## src/rtl/axis_oscilloscope_reader.sv

```systemverilog
// rtl/axis_oscilloscope_reader.sv - circular capture BRAM playback to an AXI4-Stream master
//
// Purpose:
//   After a capture, replays tot_data+1 samples from the ring buffer in
//   chronological order. The readout starts (trg_addr - pre_data) mod depth.
//   Reads are issued against a 1-cycle-latency BRAM port. Returned data lands
//   in a 2-entry skid FIFO whose head drives the stream, so throughput is one
//   beat per cycle and backpressure is fully honoured.
//
// Ports:
//   aclk, aresetn      clock, asynchronous active-low reset
//   start_flag         level start request, sampled only while idle
//   trg_addr           ring address of the trigger sample
//   pre_data           samples preceding the trigger
//   tot_data           transfer length minus one
//   sts_data           {accepted beat count, busy}
//   bram_porta_*       BRAM read port (always enabled, same clock)
//   m_axis_*           AXI4-Stream master

module axis_oscilloscope_reader #(
    parameter int AXIS_TDATA_WIDTH = 32,
    parameter int CNTR_WIDTH       = 12
) (
    input  logic                        aclk,
    input  logic                        aresetn,
    input  logic                        start_flag,
    input  logic [CNTR_WIDTH-1:0]       trg_addr,
    input  logic [CNTR_WIDTH-1:0]       pre_data,
    input  logic [CNTR_WIDTH-1:0]       tot_data,
    output logic [CNTR_WIDTH:0]         sts_data,
    output logic                        bram_porta_clk,
    output logic                        bram_porta_rst,
    output logic [CNTR_WIDTH-1:0]       bram_porta_addr,
    input  logic [AXIS_TDATA_WIDTH-1:0] bram_porta_rddata,
    input  logic                        m_axis_tready,
    output logic [AXIS_TDATA_WIDTH-1:0] m_axis_tdata,
    output logic                        m_axis_tvalid,
    output logic                        m_axis_tlast
);

    typedef enum logic [1:0] {
        S_IDLE  = 2'd0,
        S_READ  = 2'd1,
        S_DRAIN = 2'd2
    } state_t;

    state_t                      state_q, state_d;
    logic [CNTR_WIDTH-1:0]       rd_addr_q, rd_addr_d;
    logic [CNTR_WIDTH-1:0]       len_q, len_d;
    logic [CNTR_WIDTH-1:0]       issue_cnt_q, issue_cnt_d;
    logic [CNTR_WIDTH-1:0]       beat_cnt_q, beat_cnt_d;
    logic                        inflight_q, inflight_d;
    logic                        inflight_last_q, inflight_last_d;
    logic [1:0]                  occ_q, occ_d;
    logic                        wr_ptr_q, wr_ptr_d;
    logic                        rd_ptr_q, rd_ptr_d;
    logic [AXIS_TDATA_WIDTH-1:0] fifo_data_q [2];
    logic                        fifo_last_q [2];

    logic       pop;
    logic       issue;
    logic       busy;
    logic [2:0] level;

    assign bram_porta_clk  = aclk;
    assign bram_porta_rst  = ~aresetn;
    assign bram_porta_addr = rd_addr_q;

    assign m_axis_tvalid = (occ_q != 2'd0);
    assign m_axis_tdata  = fifo_data_q[rd_ptr_q];
    assign m_axis_tlast  = fifo_last_q[rd_ptr_q];

    assign pop  = m_axis_tvalid & m_axis_tready;
    assign busy = (state_q != S_IDLE);
    assign sts_data = {beat_cnt_q, busy};

    // FIFO level after this edge, counting the read already in flight. A new
    // read is only issued when it is guaranteed a free slot on arrival, which
    // bounds occ + inflight to 2 and makes overflow impossible.
    assign level = {1'b0, occ_q} + {2'b00, inflight_q} - {2'b00, pop};
    assign issue = (state_q == S_READ) && (level < 3'd2);

    always_comb begin
        state_d         = state_q;
        rd_addr_d       = rd_addr_q;
        len_d           = len_q;
        issue_cnt_d     = issue_cnt_q;
        beat_cnt_d      = beat_cnt_q;
        occ_d           = level[1:0];
        wr_ptr_d        = wr_ptr_q;
        rd_ptr_d        = rd_ptr_q;
        inflight_d      = issue;
        inflight_last_d = issue && (issue_cnt_q == len_q);

        if (inflight_q) begin
            wr_ptr_d = ~wr_ptr_q;
        end
        if (pop) begin
            rd_ptr_d   = ~rd_ptr_q;
            beat_cnt_d = beat_cnt_q + 1'b1;
        end

        case (state_q)
            S_IDLE: begin
                if (start_flag) begin
                    rd_addr_d   = trg_addr - pre_data;
                    len_d       = tot_data;
                    issue_cnt_d = '0;
                    beat_cnt_d  = '0;
                    state_d     = S_READ;
                end
            end
            S_READ: begin
                if (issue) begin
                    rd_addr_d = rd_addr_q + 1'b1;
                    if (issue_cnt_q == len_q) begin
                        state_d = S_DRAIN;
                    end else begin
                        issue_cnt_d = issue_cnt_q + 1'b1;
                    end
                end
            end
            S_DRAIN: begin
                // Leave as soon as the final handshake empties the FIFO so
                // busy drops on the edge that completes the last beat.
                if (level == 3'd0) begin
                    state_d = S_IDLE;
                end
            end
            default: begin
                state_d = S_IDLE;
            end
        endcase
    end

    always_ff @(posedge aclk or negedge aresetn) begin
        if (!aresetn) begin
            state_q         <= S_IDLE;
            rd_addr_q       <= '0;
            len_q           <= '0;
            issue_cnt_q     <= '0;
            beat_cnt_q      <= '0;
            inflight_q      <= 1'b0;
            inflight_last_q <= 1'b0;
            occ_q           <= 2'd0;
            wr_ptr_q        <= 1'b0;
            rd_ptr_q        <= 1'b0;
            for (int i = 0; i < 2; i++) begin
                fifo_data_q[i] <= '0;
                fifo_last_q[i] <= 1'b0;
            end
        end else begin
            state_q         <= state_d;
            rd_addr_q       <= rd_addr_d;
            len_q           <= len_d;
            issue_cnt_q     <= issue_cnt_d;
            beat_cnt_q      <= beat_cnt_d;
            inflight_q      <= inflight_d;
            inflight_last_q <= inflight_last_d;
            occ_q           <= occ_d;
            wr_ptr_q        <= wr_ptr_d;
            rd_ptr_q        <= rd_ptr_d;
            // BRAM data for last cycle's address is valid now; park it.
            if (inflight_q) begin
                fifo_data_q[wr_ptr_q] <= bram_porta_rddata;
                fifo_last_q[wr_ptr_q] <= inflight_last_q;
            end
        end
    end

endmodule

```

## config.mk

```make
export PLATFORM = sky130hd
export DESIGN_NAME = axis_oscilloscope_reader
export DESIGN_NICKNAME = d
export VERILOG_FILES = /design/src/rtl/axis_oscilloscope_reader.sv
export SDC_FILE = /design/constraint.sdc
export NUM_CORES = 1
export LEC_CHECK = 0
export CAP_MARGIN = 20
export CORE_MARGIN = 2
export CORE_UTILIZATION = 27
export CTS_CLUSTER_SIZE = 28
export DETAILED_ROUTE_END_ITERATION = 10
export GPL_TIMING_DRIVEN = 0
export PLACE_DENSITY = 0.47
export SYNTH_ARGS = -nofsm -noshare
export SYNTH_HDL_FRONTEND = slang
export SYNTH_SLANG_ARGS = --single-unit
```

## constraint.sdc

```tcl
create_clock -name aclk -period 7 [get_ports aclk]
set_input_delay 1.05 -clock aclk [delete_from_list [all_inputs] [get_ports aclk]]
set_output_delay 1.05 -clock aclk [all_outputs]
set_load 0.005 [all_outputs]
```

==> impl_metrics.py <==
metrics = {
    "status": {
        "outcome": "completed",
    },
    "synthesis": {
        "synth.top_cell.area_share": 0.492,
        "yosys.area_share.simple": 0.125,
        "syn_area_per_cell_sq_um": 11.1,
        "synth_top_family_by_area": "multiplexers",
        "synthTopCellsByArea": "dfrtp_1 49%, mux2_2 18%, xnor2_1 4.1%, nand2_1 3.6%, ha_1 3.2%",
        "yosysWarnings": 0,
        "syn_nets": 650,
        "yosys.area_share.xor_xnor": 0.0522,
        "synth_area_leader_cell": "dfrtp_1",
        "netlist_area_sq_mm": 0.00621,
        "synth_cell_types": 50,
        "ys_seq_elements": 122,
        "synthMuxAreaShare": 0.183,
        "netlist_instances": 560,
        "synth-seq-area-share": 0.492,
        "synth-edff-count": 0,
        "synth_compound_area_frac": 0.0740,
        "synthAdderAreaFrac": 0.0387,
        "synth_ff_type": "dfrtp_1",
        "async_reset_ff_frac": 1.00,
    },
    "critical_path": {
        "cp.required_ps": 5950,
        "cp_max_fo": 2,
        "setup.worst_path.class": "clock port to output port",
        "critPathCaptureType": "output port",
        "critPathArrivalTime_ps": 4290,
        "crit_path_start_kind": "clock port",
    },
    "floorplan": {
        "rows": 55,
        "core_sq_mm": 0.0226,
        "ioPinCount": 133,
        "die_h_um": 156,
        "die_w_um": 156,
        "dieArea_sq_mm": 0.0242,
        "initial_core_util": 0.275,
    },
    "routing": {
        "wl_per_cell_um": 15.4,
        "ant_nets": 0,
        "drtIter0Drc": 144,
        "routed_via_density": 4.62,
        "vias": 4676,
        "wl_mm": 15.6,
        "drc": 0,
        "dr.pass1.iters": 4,
    },
    "timing": {
        "worst-slew-pin-transition_ps": 699,
        "tns_ps": 0,
        "final-setup-viol-count": 0,
        "relSlewSlack": 0.534,
        "hold_viol": 0,
        "rsz0062_at_grt": "false",
        "slew_violations": 0,
        "skew_ps": 13.5,
    },
    "finish": {
        "nets": 805,
        "area_delta_synth_final_pct": 38.2,
        "mostFrequentLayoutCell": "clkdlybuf4s50_1",
        "antenna_cells": 0,
        "final_util": 0.380,
        "final_layout_size_suffix_gt1_frac": 0.216,
        "fillers": 2218,
        "final_cell_mix": "131 x clkdlybuf4s50_1, 122 x dfrtp_1, 101 x mux2_2, 59 x nand2_1, 37 x nor2_1",
    },
    "cts": {
        "clkTransAtPathRegs_ps": 60,
        "hold_buffers": 0,
        "clock_latency_ps": 530,
        "cts_tree": "built",
        "post_cts_buffers": 0,
        "ctsResizeCount": 0,
    },
    "placement": {
        "placement.io_buffers": 132,
        "place_hpwl_mm": 11.4,
        "place_congestion": 0.753,
    },
    "job": {
        "max_cap_violations": 0,
    },
    "pwr": {
        "clkPwrFrac": 0.254,
        "switching_power_w": 0.00124,
        "p_sw_frac": 0.327,
        "seqPwrFrac": 0.322,
        "p_int_w": 0.00257,
        "power_frac_comb": 0.425,
        "power.leakage_nw": 3.54,
        "peakVddDrop_v": 0.000175,
        "power_density_mw_per_mm2": 444,
    },
    "global_routing": {
        "grt_pass1_vias": 4829,
        "grtUsageTotal": 0.135,
        "overflow": 0,
        "grt_pass1_wl_mm": 25.2,
        "grt_max_degree": 87,
        "antenna_found_initial": 0,
    },
    "hold_path": {
        "hold_class": "input port to asynchronous set/reset pin",
    },
}
worst paths after layout:
check | startpoint | end | slack (ps) | cells after the start
hold reg to reg | wr_ptr_q$_DFFE_PN0P_ | wr_ptr_q$_DFFE_PN0P_ | 490 | 1
hold / removal | aresetn | fifo_data_q[10]$_DFFE_PN0P_ | 420 | 1
setup / recovery | aclk | bram_porta_clk | 1660 | 4
min in group aclk | wr_ptr_q$_DFFE_PN0P_ | wr_ptr_q$_DFFE_PN0P_ | 490 | 1
setup reg to reg | occ_q[1]$_DFF_PN0_ | issue_cnt_q[5]$_DFFE_PN0P_ | 3430 | 12
max in group asynchronous | aresetn | issue_cnt_q[9]$_DFFE_PN0P_ | 5820 | 2
power by group through the flow:
stage,Clock [W],Sequential [W],Combinational [W]
after global placement,0.0000199,0.00122,0.00161
final,0.000967,0.00123,0.00162
after detailed placement,0.0000199,0.00124,0.00164
after global routing,0.00104,0.00127,0.00177
after floorplan,0.00000926,0.00118,0.000961
after CTS,0.00100,0.00123,0.00165
cell usage after synthesis (2+ instances only):
library cell and number:
xor2_1 8, buf_4 2, and3_1 3, buf_1 7
a211oi_1 4, or3_1 7, nand2b_1 6, buf_2 2
a31oi_1 4, o32a_1 2, o21a_1 2, ha_1 16
nor3_2 6, o21ai_0 20, and4_1 2, a21oi_1 20
nor2_1 37, xnor2_1 29, a21o_1 3, dfrtp_1 122
or2_2 3, nand3_1 15, o22ai_1 2, buf_6 2
nor3_1 5, fa_1 2, nand2_1 59, clkbuf_1 11
mux2_2 101, nand4_1 6, inv_1 27, nor4_1 4
nor2b_1 4
logic make-up after synthesis:
logic type,after synthesis
and+or+nand+nor,160
DFF,122
muxes,101
AOI/OAI and AO/OA,70
buffers and inverters,52
xor gates and xnor gates,37
adders and majority gates,18
through the flow:
stage | instance area [sq um] | worst slack, ps | total power [W] | hold WS (ps) | std cells
3_3_place_gp | 7890 | -420 | 0.00285 | 479 | 977
6_report | 8580 | 1660 | 0.00381 | 425 | 1013
3_5_place_dp | 7910 | 1920 | 0.00290 | 484 | 978
4_1_cts | 8580 | 1650 | 0.00388 | 424 | 1013
5_1_grt | 8580 | 1640 | 0.00408 | 441 | 1013
2_1_floorplan | 6210 | 2340 | 0.00215 | 463 | 560
routing by layer:
layer / vias to the layer above / wire length [um] / track usage
met2: 140 / 7130 / 0.209
met4: 0 / 238 / 0.0585
met1: 2255 / 7270 / 0.171
met3: 19 / 954 / 0.0447
li1: 2262 / - / -
met5: - / 0 / 0
cell type report:
type                    instances  area (sq um)  area share
clock inverters                14           148      0.0172
well taps                     285           357      0.0416
clock buffers                  22           524      0.0611
multi-input cells             386          2930       0.342
inverters                      28           105      0.0123
repair buffers                132          1340       0.156
flip-flops and latches        122          3050       0.356
plain buffers                  24           115      0.0134
critical path, cell delays in order:
cell,delay (ps)
clkbuf_16,120
clkbuf_16,130
buf_4,120
clkdlybuf4s50_1,430
state kept, by name (all words and copies together) (netlist names), 2 cells and up:
name / count
issue_cnt_q: 12
fifo_last_q: 2
len_q: 12
bram_porta_addr: 12
fifo_data_q: 64
state_q: 2
beat_cnt_q: 12
occ_q: 2
No activity file was read; power rests on OpenSTA's default activity.
